### src/rtl/dcache_miss_controller_if.sv
// Main-memory port of the data-cache miss controller: one word per req/ack handshake.
interface dcache_miss_controller_if #(
    parameter int unsigned ADDR_WIDTH = 32
);
    logic                  MM_REQ;
    logic                  MM_WE;
    logic [ADDR_WIDTH-1:0] MM_ADDR;
    logic                  MM_ACK;

    modport master (output MM_REQ, output MM_WE, output MM_ADDR, input MM_ACK);
    modport slave  (input MM_REQ, input MM_WE, input MM_ADDR, output MM_ACK);
endinterface

### src/rtl/dcache_miss_controller.sv
// Data-cache miss sequencer: stalls the pipeline, writes back a dirty victim line,
// refills the missing line word by word, then commits the tag.
module dcache_miss_controller #(
    parameter int unsigned ADDR_WIDTH     = 32,
    parameter int unsigned WORDS_PER_LINE = 4,
    parameter int unsigned WORD_IDX_BITS  = 2,
    parameter int unsigned CNT_WIDTH      = 16
) (
    input  logic                     clk,
    input  logic                     rst,
    input  logic                     MEM_READ,
    input  logic                     MEM_WRITE,
    input  logic                     HIT,
    input  logic                     DIRTY,
    input  logic [ADDR_WIDTH-1:0]    ADDR,
    input  logic [ADDR_WIDTH-1:0]    VICTIM_ADDR,
    dcache_miss_controller_if.master mm,
    output logic                     STALL,
    output logic [WORD_IDX_BITS-1:0] LINE_WORD,
    output logic                     CACHE_FILL_WE,
    output logic                     TAG_UPDATE,
    output logic [CNT_WIDTH-1:0]     MISS_COUNT
);

    localparam int unsigned OffBits = WORD_IDX_BITS + 2;
    localparam logic [ADDR_WIDTH-1:0] OffMask = ADDR_WIDTH'((64'd1 << OffBits) - 64'd1);
    localparam logic [WORD_IDX_BITS-1:0] LastWord = WORD_IDX_BITS'(WORDS_PER_LINE - 1);

    typedef enum logic [1:0] {StIdle, StWb, StFill, StCommit} state_e;

    state_e                  state_q;
    logic [WORD_IDX_BITS-1:0] word_q;
    logic [ADDR_WIDTH-1:0]   miss_base_q;
    logic [ADDR_WIDTH-1:0]   victim_base_q;
    logic [CNT_WIDTH-1:0]    miss_count_q;

    logic                  in_idle;
    logic                  miss;
    logic [ADDR_WIDTH-1:0] word_off;
    logic                  mm_req;
    logic                  mm_we;
    logic [ADDR_WIDTH-1:0] mm_addr;

    assign in_idle  = (state_q == StIdle);
    assign miss     = in_idle & (MEM_READ | MEM_WRITE) & ~HIT;
    assign word_off = ADDR_WIDTH'({word_q, 2'b00});

    always_ff @(posedge clk) begin
        if (rst) begin
            state_q       <= StIdle;
            word_q        <= '0;
            miss_base_q   <= '0;
            victim_base_q <= '0;
            miss_count_q  <= '0;
        end else begin
            unique case (state_q)
                StIdle: begin
                    if (miss) begin
                        miss_base_q   <= ADDR & ~OffMask;
                        victim_base_q <= VICTIM_ADDR & ~OffMask;
                        word_q        <= '0;
                        if (miss_count_q != '1) miss_count_q <= miss_count_q + CNT_WIDTH'(1);
                        state_q <= DIRTY ? StWb : StFill;
                    end
                end
                StWb: begin
                    if (mm.MM_ACK) begin
                        // Counter wraps to 0 on the last word, ready for the refill.
                        word_q <= word_q + WORD_IDX_BITS'(1);
                        if (word_q == LastWord) state_q <= StFill;
                    end
                end
                StFill: begin
                    if (mm.MM_ACK) begin
                        word_q <= word_q + WORD_IDX_BITS'(1);
                        if (word_q == LastWord) state_q <= StCommit;
                    end
                end
                StCommit: state_q <= StIdle;
                default:  state_q <= StIdle;
            endcase
        end
    end

    always_comb begin
        mm_req        = 1'b0;
        mm_we         = 1'b0;
        mm_addr       = '0;
        LINE_WORD     = '0;
        CACHE_FILL_WE = 1'b0;
        TAG_UPDATE    = 1'b0;
        unique case (state_q)
            StWb: begin
                mm_req    = 1'b1;
                mm_we     = 1'b1;
                mm_addr   = victim_base_q + word_off;
                LINE_WORD = word_q;
            end
            StFill: begin
                mm_req        = 1'b1;
                mm_addr       = miss_base_q + word_off;
                LINE_WORD     = word_q;
                CACHE_FILL_WE = mm.MM_ACK;
            end
            StCommit: TAG_UPDATE = 1'b1;
            default: ;
        endcase
    end

    assign STALL      = miss | ~in_idle;
    assign MISS_COUNT = miss_count_q;
    assign mm.MM_REQ  = mm_req;
    assign mm.MM_WE   = mm_we;
    assign mm.MM_ADDR = mm_addr;

endmodule
### src/flat_wrapper.sv
// flat-port wrapper written by rule: the top's interface ports become plain ports
module dcache_miss_controller_flat 
#(
    parameter int unsigned ADDR_WIDTH     = 32,
    parameter int unsigned WORDS_PER_LINE = 4,
    parameter int unsigned WORD_IDX_BITS  = 2,
    parameter int unsigned CNT_WIDTH      = 16
)
  (clk, rst, MEM_READ, MEM_WRITE, HIT, DIRTY, ADDR, VICTIM_ADDR, STALL, LINE_WORD, CACHE_FILL_WE, TAG_UPDATE, MISS_COUNT, mm_MM_REQ, mm_MM_WE, mm_MM_ADDR, mm_MM_ACK);
  dcache_miss_controller_if #(.ADDR_WIDTH(ADDR_WIDTH)) mm_i ();
  input  logic clk;
  input  logic rst;
  input  logic MEM_READ;
  input  logic MEM_WRITE;
  input  logic HIT;
  input  logic DIRTY;
  input  logic [ADDR_WIDTH-1:0] ADDR;
  input  logic [ADDR_WIDTH-1:0] VICTIM_ADDR;
  output logic STALL;
  output logic [WORD_IDX_BITS-1:0] LINE_WORD;
  output logic CACHE_FILL_WE;
  output logic TAG_UPDATE;
  output logic [CNT_WIDTH-1:0] MISS_COUNT;
  output wire logic [$bits(mm_i.MM_REQ)-1:0] mm_MM_REQ;
  output wire logic [$bits(mm_i.MM_WE)-1:0] mm_MM_WE;
  output wire logic [$bits(mm_i.MM_ADDR)-1:0] mm_MM_ADDR;
  input wire logic [$bits(mm_i.MM_ACK)-1:0] mm_MM_ACK;
  assign mm_MM_REQ = mm_i.MM_REQ;
  assign mm_MM_WE = mm_i.MM_WE;
  assign mm_MM_ADDR = mm_i.MM_ADDR;
  assign mm_i.MM_ACK = mm_MM_ACK;
  dcache_miss_controller #(.ADDR_WIDTH(ADDR_WIDTH), .WORDS_PER_LINE(WORDS_PER_LINE), .WORD_IDX_BITS(WORD_IDX_BITS), .CNT_WIDTH(CNT_WIDTH)) u_core (.clk(clk), .rst(rst), .MEM_READ(MEM_READ), .MEM_WRITE(MEM_WRITE), .HIT(HIT), .DIRTY(DIRTY), .ADDR(ADDR), .VICTIM_ADDR(VICTIM_ADDR), .mm(mm_i), .STALL(STALL), .LINE_WORD(LINE_WORD), .CACHE_FILL_WE(CACHE_FILL_WE), .TAG_UPDATE(TAG_UPDATE), .MISS_COUNT(MISS_COUNT));
endmodule
### config.mk
export PLATFORM = sky130hd
export DESIGN_NAME = dcache_miss_controller_flat
export DESIGN_NICKNAME = d
export VERILOG_FILES = /design/src/rtl/dcache_miss_controller_if.sv /design/src/rtl/dcache_miss_controller.sv /design/src/flat_wrapper.sv
export SDC_FILE = /design/constraint.sdc
export NUM_CORES = 1
export LEC_CHECK = 0
export ABC_CLOCK_PERIOD_IN_PS = 1600
export BUFFER_PORTS_ARGS = -buffer_cell sky130_fd_sc_hd__buf_2
export CAP_MARGIN = 20
export CORE_UTILIZATION = 45
export CTS_CLUSTER_SIZE = 24
export DETAILED_ROUTE_END_ITERATION = 10
export PLACE_DENSITY = 0.81
export SETUP_SLACK_MARGIN = 0.15
export SYNTH_ARGS = -nofsm -noshare
export SYNTH_HDL_FRONTEND = slang
export SYNTH_SLANG_ARGS = --single-unit
### constraint.sdc
create_clock -name clk -period 1.6 [get_ports clk]
set_input_delay 0 -clock clk [delete_from_list [all_inputs] [get_ports clk]]
set_output_delay 0 -clock clk [all_outputs]
set_load 0.005 [all_outputs]
== Word-level counts from Yosys, hierarchy flattened ==
Cells that the tools add are included.
Operators by class
  add/sub/neg operators: 4
  multiply operators: 0
  divide/modulo/power cells: 0
  $lt $le $gt $ge: 0
  eq/ne operators: 11
  shifts and indexed selects: 0
  multiplexer cells: 16
  bitwise gates (word level): 6
  reductions and logical operators: 7
Operator list (number)
  adder 32 x 4 -> 32 bit: 2
  one-hot mux 32 bit (2 select lines): 1
  two-way mux 2 bit: 9
  adder 16 x 1 -> 16 bit (second input constant): 1
  inequality test 16 bit (second input constant): 1
  one-hot mux 2 bit (4 select lines): 1
  equality test 2 bit (second input constant): 3
  inequality test 2 x 1 -> 1 bit (second input constant): 3
  inequality test 2 bit (second input constant): 3
  AND reduction 3 bit: 2
  AND reduction 5 bit: 1
  two-way mux 1 bit: 4
  one-hot mux 2 bit (2 select lines): 1
  adder 2 x 1 -> 2 bit (second input constant): 1
  bitwise AND 1 bit: 2
  equality test 2 x 1 -> 1 bit (second input constant): 1
  logical NOT 2 bit: 1
  NOT 1 bit: 2
  OR 1 bit: 2
  AND reduction 2 bit: 1
  nonzero test 2 bit: 1
  OR reduction 2 bit: 1
Word-level totals
  register bits: 76
  bits in latches: 0
  memory bits (writable): 0
  ROM bits: 0
  output and inout port bits: 55
  word-level logic and storage cells: 49
  memories: 0

== Longest topological paths before layout ==
Gate-level depths: netlist (run 1).
  depth in word-level cells: 5
  mapped depth: 8

== Worst setup path before layout (run 1) ==
Ideal clock, no wire load.
  path kind: flip-flop to flip-flop
  from: register u_core.state_q[0]
  to: register u_core.miss_count_q[11], in the netlist u_core.MISS_COUNT[11]
  library setup time: 0.070 ns
  data arrival time: 1.646 ns
  data required time: 1.530 ns
  setup slack: -0.116 ns
  cell stages (with the launch flop): 8
  path buffers: 1
  clock period less this slack: 1.716 ns
  cells stage by stage: dfxtp_1 > inv_1 > ha_1 > and2b_1 > nand4_1 > buf_2 > or4_1 > a21oi_1
Between the ends
  word-level cells in the longest chain between the ends: 4
Ends and longest elaborated chain
  start, declared: RTL line dcache_miss_controller.sv:31  | state_e state_q;
  start signal, assigned: RTL line dcache_miss_controller.sv:50  | state_q <= StIdle;
  start signal, assigned: RTL line dcache_miss_controller.sv:63  | state_q <= DIRTY ? StWb : StFill;
  start signal, assigned: RTL line dcache_miss_controller.sv:70  | if (word_q == LastWord) state_q <= StFill;
  logical NOT 2 bit *: RTL line dcache_miss_controller.sv:44, dcache_miss_controller.sv:56
  bitwise AND 1 bit (2 in series): RTL line dcache_miss_controller.sv:45  | assign miss = in_idle & (MEM_READ | MEM_WRITE) & ~HIT;
  AND reduction 3 bit (no line) *
  end signal, assigned: RTL line dcache_miss_controller.sv:62  | if (miss_count_q != '1) miss_count_q <= miss_count_q + CNT_WIDTH'(1);
  end, declared: RTL line dcache_miss_controller.sv:35  | logic [CNT_WIDTH-1:0] miss_count_q;
Mark *: on every way between the ends. The rest lies on a longest branch, timed or not.
A chain may end at the register's enable or synchronous reset.

== Worst setup path after layout (run 1) ==
  from: register u_core.state_q[1]
  to: register u_core.state_q[0]
Between the ends
  word-level cells in the longest chain between the ends: 5
Ends and longest elaborated chain (RTL line)
  logical NOT 2 bit: dcache_miss_controller.sv:44, dcache_miss_controller.sv:56
  bitwise AND 1 bit (2 in series): dcache_miss_controller.sv:45
  inequality test 2 bit (no line)
  AND reduction 5 bit (no line)
Parallel ways exist; a longest one is shown, timed or not.

==> results.toml, run 1 <==
[sta]
final.period_utilization = 1.13
slew_viol_final = 0
min_period_ns = 1.81
finClkSkew_ns = 0.0119
postLayoutSetupSlackWorst_ns = -0.209
rsz0062_at_grt = "yes"
setup_violations = 65
hold_slack_ns = 0.0646
fmax_ghz = 0.553
final-hold-violation-count = 0

[worst_hold_path]
min_delay_path_depth = 2
min_to = "u_core.victim_base_q[28]"
worst_hold_startpoint = "rst"
hp-class = "input port to flop"

[layout]
final-seq-area_um2 = 1540
syn2layout_area_growth_pct = 84.7
diodes = 0
final_cell_count_no_fill = 793
drive_gt1_frac = 0.533
fillers = 358
multi_input_area_um2 = 2520
nets = 765

[critical_path]
cpLargestDelayFamily = "compound AO/OA/AOI/OAI gates"
slowest_delay_ns = 0.36
r2r_slack_ns = -0.21
worstReg2RegStart = "u_core.state_q[1]"
endpoint_kind = "flop"
worst_setup_path_start_kind = "flop"
cp.buffers_inverters = 4
ff2ff_path_depth = 9
cp_slowest_cell = "dfxtp_2"
worstReg2RegEnd = "u_core.state_q[0]"
path_cells = "inv_2 -> buf_6 -> ha_4 -> buf_12 -> buf_4 -> nor2_4 -> o22a_1 -> a21oi_1 -> a311oi_1"
worstPathMaxFanout = 4
cp_data_arrival_time_ns = 2.06
critPathKind = "flop to flop"
required_ns = 1.86

[cts]
cts_sinks = 76
clock-root-buffer = "clkbuf_8"
clk_pin_slew_ns = 0.10
htree_levels = 3
insertion_delay_ns = 0.38
tritoncts = "built"
cts-buffers-inserted = 9
clk_path_buf_depth = 2

[placed_design]
place_inst = 665
routabilityCongestion = 0.810
port_buffers = 115
dp_hpwl_um = 6180

[logic_synthesis]
async_reset_ff_frac = 0
post-synth-top-count-cell = "nand2_1"
synth.largest_area_cell = "dfxtp_1"
synth_common_cells = "nand2_1, a21oi_1, dfxtp_1"
synthFlopType = "dfxtp_1"
synth_enable_flop_cells = 0
yosysUniqueCellTypes = 43
netlist_area_um2 = 3580
synth_top_area_frac = 0.425
syn-instance-count = 454
yosysWarnings = 0
ys_seq_elements = 76
yosys-top-cells-area = "dfxtp_1, nand2_1, a21oi_1"
avgSynthCellArea_um2 = 7.89
yosysSeqAreaShare = 0.425

[floorplan]
core-area_um2 = 7730
fp.dieH_um = 91.2
ios = 126
die_area_um2 = 8320
dieWidth_um = 91.2
start_util = 0.464
rows = 32

[pwr]
power_density_nw_per_um2 = 1130
seqPwrFrac = 0.320
peakVddDrop_mv = 0.756
clockPowerShare = 0.218
internal-power_w = 0.00467
leakage_nw = 2.71
swShare = 0.376
p_comb_frac = 0.462
p_sw_w = 0.00281

[drt]
vias_per_cell = 6.06
drtPass1Iterations = 5
routedWlPerCell_um = 21.8
postRouteAntennaNets = 0
drt_iter0_markers = 393
finalWirelength_um = 17300
via_count = 4806
route.detailed.drc = 0

[run]
maxCapViolCount = 0

[global_routing]
grt_pass1_wl_um = 19100
antenna_found_initial = 0
grt_max_degree = 53
grt.total_usage = 0.293
grt.overflow.total = 0
grt_pass1_vias = 4197

[run_status]
outcome = "complete, but fails checks"
violations = "negative setup slack"
sequential cells by signal, indices dropped and copies added, names as in the netlist:
name / flops
u_core.MISS_COUNT: 16
u_core.victim_base_q: 28
u_core.state_q: 2
u_core.word_q: 2
u_core.miss_base_q: 28
timing repair:
item | in CTS | in global routing
hold endpoints to repair | 58 | 0
cloned | 6 | 11
resized for setup | 58 | 148
pin swaps | 29 | 66
endpoints found under the setup margin | 102 | 103
hold buffers | 57 | 0
buffers inserted | 14 | 24
layout by cell type, fill, tap and decap left out, types with 25 or more instances in the layout:
cell type        n
a21oi_1         35
a21oi_2         40
nor2b_1         30
buf_6           25
buf_4           35
dlygate4sd3_1   57
a22oi_2         28
nand2_1         84
dfxtp_1         64
buf_2          114
layout make-up:
cell class              instances  area share
multi-input cells             339       0.380
repair buffers                254       0.332
flip-flops and latches         76       0.232
clock buffers                  10      0.0208
well taps                     102      0.0193
clock inverters                 6      0.0108
inverters                       6     0.00416
per-stage QoR:
| stage | setup TNS, ns | power [W] | setup slack (ns) | utilization | instance area, um^2 |
|---|---|---|---|---|---|
| finish | -5.59 | 0.00747 | -0.209 | 0.856 | 6620 |
| CTS | -0.869 | 0.00617 | -0.0706 | 0.737 | 5690 |
| global placement | -0.169 | 0.00391 | -0.0482 | 0.574 | 4430 |
| floorplan | 0 | 0.00338 | 0.00665 | - | 3660 |
| global route | -9.30 | 0.00767 | -0.238 | 0.856 | 6620 |
| detailed placement | -0.455 | 0.00397 | -0.0820 | 0.574 | 4430 |
metal layers:
| metal | share of wire | vias to the layer above | GRT usage |
|---|---|---|---|
| met5 | 0 | - | 0 |
| met4 | 0.066 | 0 | 0.172 |
| met3 | 0.074 | 116 | 0.0544 |
| met2 | 0.50 | 355 | 0.519 |
| met1 | 0.36 | 2285 | 0.327 |
| li1 | - | 2050 | - |
power groups by stage:
stage | combinational (W) | sequential, W | clock, W
after floorplan | 0.00105 | 0.00233 | 0
after global placement | 0.00158 | 0.00233 | 0
after detailed placement | 0.00163 | 0.00235 | 0
after CTS | 0.00229 | 0.00233 | 0.00155
after global routing | 0.00358 | 0.00240 | 0.00169
final | 0.00345 | 0.00239 | 0.00163
worst max path at each step:
| stage | startpoint | to | cells after the start |
|---|---|---|---|
| global placement | u_core.MISS_COUNT[0] | u_core.MISS_COUNT[11] | 6 |
| detailed placement | u_core.MISS_COUNT[0] | u_core.MISS_COUNT[9] | 6 |
| floorplan | u_core.MISS_COUNT[0] | u_core.MISS_COUNT[6] | 6 |
| CTS | u_core.MISS_COUNT[0] | u_core.MISS_COUNT[11] | 6 |
| finish | u_core.state_q[1] | u_core.state_q[0] | 9 |
| global route | u_core.state_q[1] | u_core.state_q[0] | 9 |
worst register-to-register path: stages (launching register included):
cell,delay [ns]
dfxtp_2,0.36
inv_2,0.06
buf_6,0.12
ha_4,0.17
buf_12,0.15
buf_4,0.14
nor2_4,0.12
o22a_1,0.21
a21oi_1,0.09
a311oi_1,0.28
logic make-up after synthesis:
group	after synthesis	synth area share
fa+ha+maj	8	0.0279
other cells	1	0.00105
simple gates	199	0.273
mux	1	0.00314
compound gates	128	0.211
buf+inv	41	0.0590
flops	76	0.425
(Power assumes the default switching activity.)
==> run 2, diff against run 1 <==
- ABC_CLOCK_PERIOD_IN_PS: 1600 -> 1490
- BUFFER_PORTS_ARGS: -buffer_cell sky130_fd_sc_hd__buf_2 -> default
- CORE_UTILIZATION: 45 -> 50
- DONT_BUFFER_PORTS: default -> 1
- PLACE_DENSITY: 0.81 -> 0.73
- clock period: 1.6 -> 1.49 ns (I/O delays scaled with it)
==> run 2 against run 1 <==
- the flow finishes with violations (negative hold slack, negative setup slack)
- non-clock buffer count decreased by 156
- via count decreased by 18%
- global-route usage decreased by 0.87 points
- critical endpoint is now u_core.victim_base_q[25]
==> results.toml, run 2 (synthesis gave the netlist of run 1 again) <==
[layout]
layout.cells.most_common = "nand2_1"
final_core_util = 0.813
nets = 608
drive_gt1_frac = 0.493
final_area_um2 = 5580
layout_common_cells = "nand2_1, dfxtp_1, buf_4"
diodes = 0
syn2layout_area_growth_pct = 55.8

[floorplan]
die_area_um2 = 7510
fp.dieH_um = 86.6
ios = 126
core-area_um2 = 6870
dieWidth_um = 86.6
start_util = 0.521
rows = 30

[worst_hold_path]
hp-class = "input port to flop"
worst_hold_startpoint = "rst"

[critical_path]
startpoint = "u_core.state_q[0]"
worst_setup_path_start_kind = "flop"
endpoint_kind = "flop"
worstReg2RegStart = "u_core.state_q[0]"
cp_slowest_cell = "dfxtp_2"
slowest_delay_ns = 0.33
critPathKind = "flop to flop"
path_cells = "inv_2 -> ha_4 -> buf_4 -> buf_6 -> inv_4 -> nor3_4 -> buf_12 -> clkbuf_16 -> nand2_1 -> a21oi_1"
cpLargestDelayFamily = "buffers and inverters"
cp.buffers_inverters = 6
worstPathMaxFanout = 9
cp_data_arrival_time_ns = 1.97
required_ns = 1.76

[placed_design]
place_ws_ns = -0.200
routabilityCongestion = 0.834
placed_area_um2 = 4000
dp_hpwl_um = 5940
port_buffers = 0

[drt]
vias_per_cell = 6.25
finalWirelength_um = 13700
routedWlPerCell_um = 21.8
via_count = 3929
postRouteAntennaNets = 0
drtPass1Iterations = 5
route.detailed.drc = 0
drt_iter0_markers = 261

[global_routing]
grt_max_degree = 78
grt_pass1_vias = 3296
antenna_found_initial = 0
grt_pass1_wl_um = 16300
grt.overflow.total = 0
grt.total_usage = 0.285

[pwr]
leakage_nw = 1.96
peakVddDrop_mv = 0.640
power_density_nw_per_um2 = 1350

[run_status]
violations = "negative hold slack, negative setup slack"
outcome = "complete, but fails checks"

[sta]
postLayoutSetupSlackWorst_ns = -0.216
final-hold-violation-count = 76
rsz0062_at_grt = "yes"
finClkSkew_ns = 0.0102
setup_violations = 107
min_period_ns = 1.71
fmax_ghz = 0.586
final.period_utilization = 1.14
hold_slack_ns = -0.280
slew_viol_final = 0

[cts]
tritoncts = "built"
clk_path_buf_depth = 2
cts-buffers-inserted = 9
clk_pin_slew_ns = 0.09
cts_sinks = 76
htree_levels = 3
insertion_delay_ns = 0.34
clock-root-buffer = "clkbuf_8"

[run]
maxCapViolCount = 0
run 2: stage by stage:
step                      total power [W]  TNS, ns  cells
final                             0.00756   -13.26    629
after floorplan                   0.00372   -0.954    455
after CTS                         0.00651    -7.46    601
after detailed placement          0.00414    -3.99    565
after global routing              0.00783   -21.47    629
after global placement            0.00408    -1.76    565
run 2: timing repair:
action | in CTS | in global routing
endpoints found under the hold margin | 76 | 76
resized for setup | 83 | 100
setup endpoints to repair | 109 | 107
pin swaps | 26 | 59
setup buffers | 14 | 12
cloned | 7 | 16
run 2: worst paths after layout:
kind	to	slack, ns	cells after the start
min reg2reg	u_core.miss_base_q[30]	0.47	2
min	u_core.MISS_COUNT[5]	-0.28	1
max	u_core.victim_base_q[25]	-0.22	10
max reg2reg	u_core.victim_base_q[25]	-0.22	10
run 2: final cells by class:
| cell class | count | area, um^2 |
|---|---|---|
| Clock buffer | 9 | 124 |
| Clock inverter | 6 | 63.8 |
| Fill cell | 444 | 1290 |
| Inverter | 6 | 25.0 |
| Multi-Input combinational cell | 338 | 2460 |
| Sequential cell | 76 | 1530 |
| Tap cell | 96 | 120 |
| Timing Repair Buffer | 98 | 1260 |
run 2: worst reg2reg max path, delay by kind of cell, from the launching register on:
| kind | cells | cell delay, ns |
|---|---|---|
| and+or+nand+nor | 2 | 0.29 |
| AOI/OAI and AO/OA | 1 | 0.19 |
| buffers and inverters | 6 | 0.69 |
| DFF | 1 | 0.33 |
| adders and majority gates | 1 | 0.13 |
run 2: per-layer routing:
metal / part of all wire / vias to the layer above / track usage
met2: 0.50 / 235 / 0.488
met4: 0.041 / 0 / 0.0970
met3: 0.072 / 59 / 0.0648
met1: 0.38 / 1897 / 0.352
li1: - / 1738 / -
met5: 0 / - / 0
run 2: power by group:
part / switching, W / leakage, nW / internal (W) / total [W]
Sequential: 0.000234 / 0.623 / 0.00232 / 0.00256
Combinational: 0.00164 / 1.24 / 0.00180 / 0.00344
Clock: 0.000801 / 0.0915 / 0.000765 / 0.00157
==> run 3, diff against run 2 <==
--- a/config.mk
+++ b/config.mk
@@ -7,5 +7,5 @@
 export LEC_CHECK = 0
 export ABC_CLOCK_PERIOD_IN_PS = 1490
-export CAP_MARGIN = 20
+export CAP_MARGIN = 30
 export CORE_UTILIZATION = 50
 export CTS_CLUSTER_SIZE = 24
==> constraint.sdc (replaced) <==
create_clock -name clk -period 1.49 [get_ports clk]
set_input_delay 0.149 -clock clk [delete_from_list [all_inputs] [get_ports clk]]
set_output_delay 0.149 -clock clk [all_outputs]
set_load 0.005 [all_outputs]
==> run 3 against run 2 <==
- the flow still finishes with violations (negative hold slack, negative setup slack)
- sequential cell count stayed put
- sequential power grew 4%
- largest power group unchanged
- clock-buffer cell count up 2
- via count increased by 16%
- die area is the same
- power rose by 21%
- critical path type unchanged
- critical path depth increased by 1
- combinational power rose by 28%
==> results.toml, run 3 (synthesis gave the netlist of run 1 again) <==
[floorplan]
die_area_um2 = 7510
rows = 30
core-area_um2 = 6870
start_util = 0.521
fp.dieH_um = 86.6
dieWidth_um = 86.6
ios = 126

[critical_path]
cpLargestDelayFamily = "buffers and inverters"
path_cells = "inv_2 -> ha_4 -> buf_6 -> inv_8 -> nor3_4 -> buf_6 -> buf_6 -> buf_12 -> buf_8 -> nand2_4 -> a21oi_2"
crit_top_cell = "buf_6"
worst_setup_path_start_kind = "flop"
r2r_slack_ns = -0.48
cp.depth = 11
cp.buffers_inverters = 7
slowest_delay_ns = 0.35
required_ns = 1.75
startpoint = "u_core.state_q[0]"
critPathKind = "flop to flop"
cp_slowest_cell = "dfxtp_2"
cp_data_arrival_time_ns = 2.23
critPathCapture = "u_core.miss_base_q[4]"
worstPathMaxFanout = 6
endpoint_kind = "flop"
worstReg2RegEnd = "u_core.miss_base_q[4]"
ff2ff_path_depth = 11
worstReg2RegStart = "u_core.state_q[0]"

[run_status]
outcome = "complete, but fails checks"
violations = "negative hold slack, negative setup slack"

[sta]
rsz0062_at_grt = "yes"
setup_violations = 108
final.period_utilization = 1.32
final-hold-violation-count = 75
hold_slack_ns = -0.170
setup_tns_ns = -28.79
finClkSkew_ns = 0.0114
min_period_ns = 1.97
slew_viol_final = 0
postLayoutSetupSlackWorst_ns = -0.479
fmax_ghz = 0.508

[cts]
cts_sinks = 76
tritoncts = "built"
clk_pin_slew_ns = 0.09
cts-buffers-inserted = 9
insertion_delay_ns = 0.37
clock-root-buffer = "clkbuf_8"
htree_levels = 3
clk_path_buf_depth = 2

[layout]
layout.cells.most_common = "dfxtp_1"
syn2layout_area_growth_pct = 78.8
fillers = 203
final-seq-area_um2 = 1530
multi_input_area_um2 = 3040
nets = 614
layout_common_cells = "dfxtp_1, a21oi_2, nand2_4"
drive_gt1_frac = 0.674
diodes = 0
final_core_util = 0.932

[placed_design]
port_buffers = 0
routabilityCongestion = 0.821
dp_hpwl_um = 6070

[pwr]
p_sw_w = 0.00348
power_density_nw_per_um2 = 1430
clockPowerShare = 0.227
swShare = 0.381
p_comb_frac = 0.482
peakVddDrop_mv = 0.674
leakage_nw = 2.44
internal-power_w = 0.00566
seqPwrFrac = 0.292

[global_routing]
grt.overflow.total = 0
antenna_found_initial = 0
grt_pass1_vias = 4138
grt_pass1_wl_um = 22100
grt.total_usage = 0.397
grt_max_degree = 78

[drt]
via_count = 4547
drtPass1Iterations = 5
routedWlPerCell_um = 30.2
vias_per_cell = 7.15
finalWirelength_um = 19200
postRouteAntennaNets = 0
route.detailed.drc = 0
drt_iter0_markers = 466

[worst_hold_path]
hp-class = "input port to flop"

[run]
maxCapViolCount = 0
-- run 3: cell count changes in the layout (fill, tap and decap cells not counted), moves of 6 or more --
cell       delta
buf_8         +6
nand2_4      +56
nand2_1      -51
a21oi_2      +33
a21oi_1      -35
buf_4         -9
buf_6         +6
clkbuf_16     -9
buf_16        +8
-- run 3: power by group through the flow --
stage	Combinational [W]	Clock [W]	Sequential (W)
6_report	0.00440	0.00207	0.00266
5_1_grt	0.00446	0.00210	0.00267
4_1_cts	0.00344	0.00197	0.00255
3_5_place_dp	0.00170	0	0.00252
3_3_place_gp	0.00165	0	0.00251
2_1_floorplan	0.00122	0	0.00250
-- run 3: layer usage --
| metal | up-vias | part of all wire | GRT usage |
|---|---|---|---|
| met5 | - | 0 | 0 |
| met4 | 0 | 0.075 | 0.238 |
| met3 | 155 | 0.13 | 0.138 |
| met2 | 451 | 0.46 | 0.670 |
| met1 | 2186 | 0.34 | 0.430 |
| li1 | 1755 | - | - |
-- run 3: worst min-delay path by stage --
stage / startpoint / end / slack, ns / cells after the start
2_1_floorplan: VICTIM_ADDR[10] / u_core.victim_base_q[10] / 0.29 / 2
3_3_place_gp: rst / u_core.MISS_COUNT[1] / 0.22 / 1
3_5_place_dp: rst / u_core.MISS_COUNT[0] / 0.22 / 1
4_1_cts: rst / u_core.victim_base_q[16] / -0.15 / 1
5_1_grt: rst / u_core.miss_base_q[15] / -0.16 / 1
6_report: rst / u_core.miss_base_q[14] / -0.17 / 1
-- run 3: through the flow --
| stage | instances | setup slack [ns] | area [um^2] | power [W] |
|---|---|---|---|---|
| after floorplan | 455 | -0.103 | 3730 | 0.00372 |
| after global placement | 567 | -0.149 | 4020 | 0.00416 |
| after detailed placement | 567 | -0.190 | 4020 | 0.00422 |
| after CTS | 630 | -0.191 | 5820 | 0.00795 |
| after global routing | 636 | -0.461 | 6400 | 0.00923 |
| final | 636 | -0.479 | 6400 | 0.00914 |
-- run 3: layout make-up --
cell class / count / area share
Multi-Input combinational cell: 338 / 0.475
Sequential cell: 76 / 0.239
Timing Repair Buffer: 104 / 0.224
Clock buffer: 11 / 0.0221
Tap cell: 96 / 0.0188
Clock inverter: 5 / 0.0168
Inverter: 6 / 0.00469
-- run 3: what timing repair did --
item                                    4_1_cts  5_1_grt
pin swaps                                   106       79
gates cloned                                 16        2
setup buffers                                31        4
endpoints found under the setup margin      110      110
resized for setup                           236      134
hold endpoints to repair                     75       75
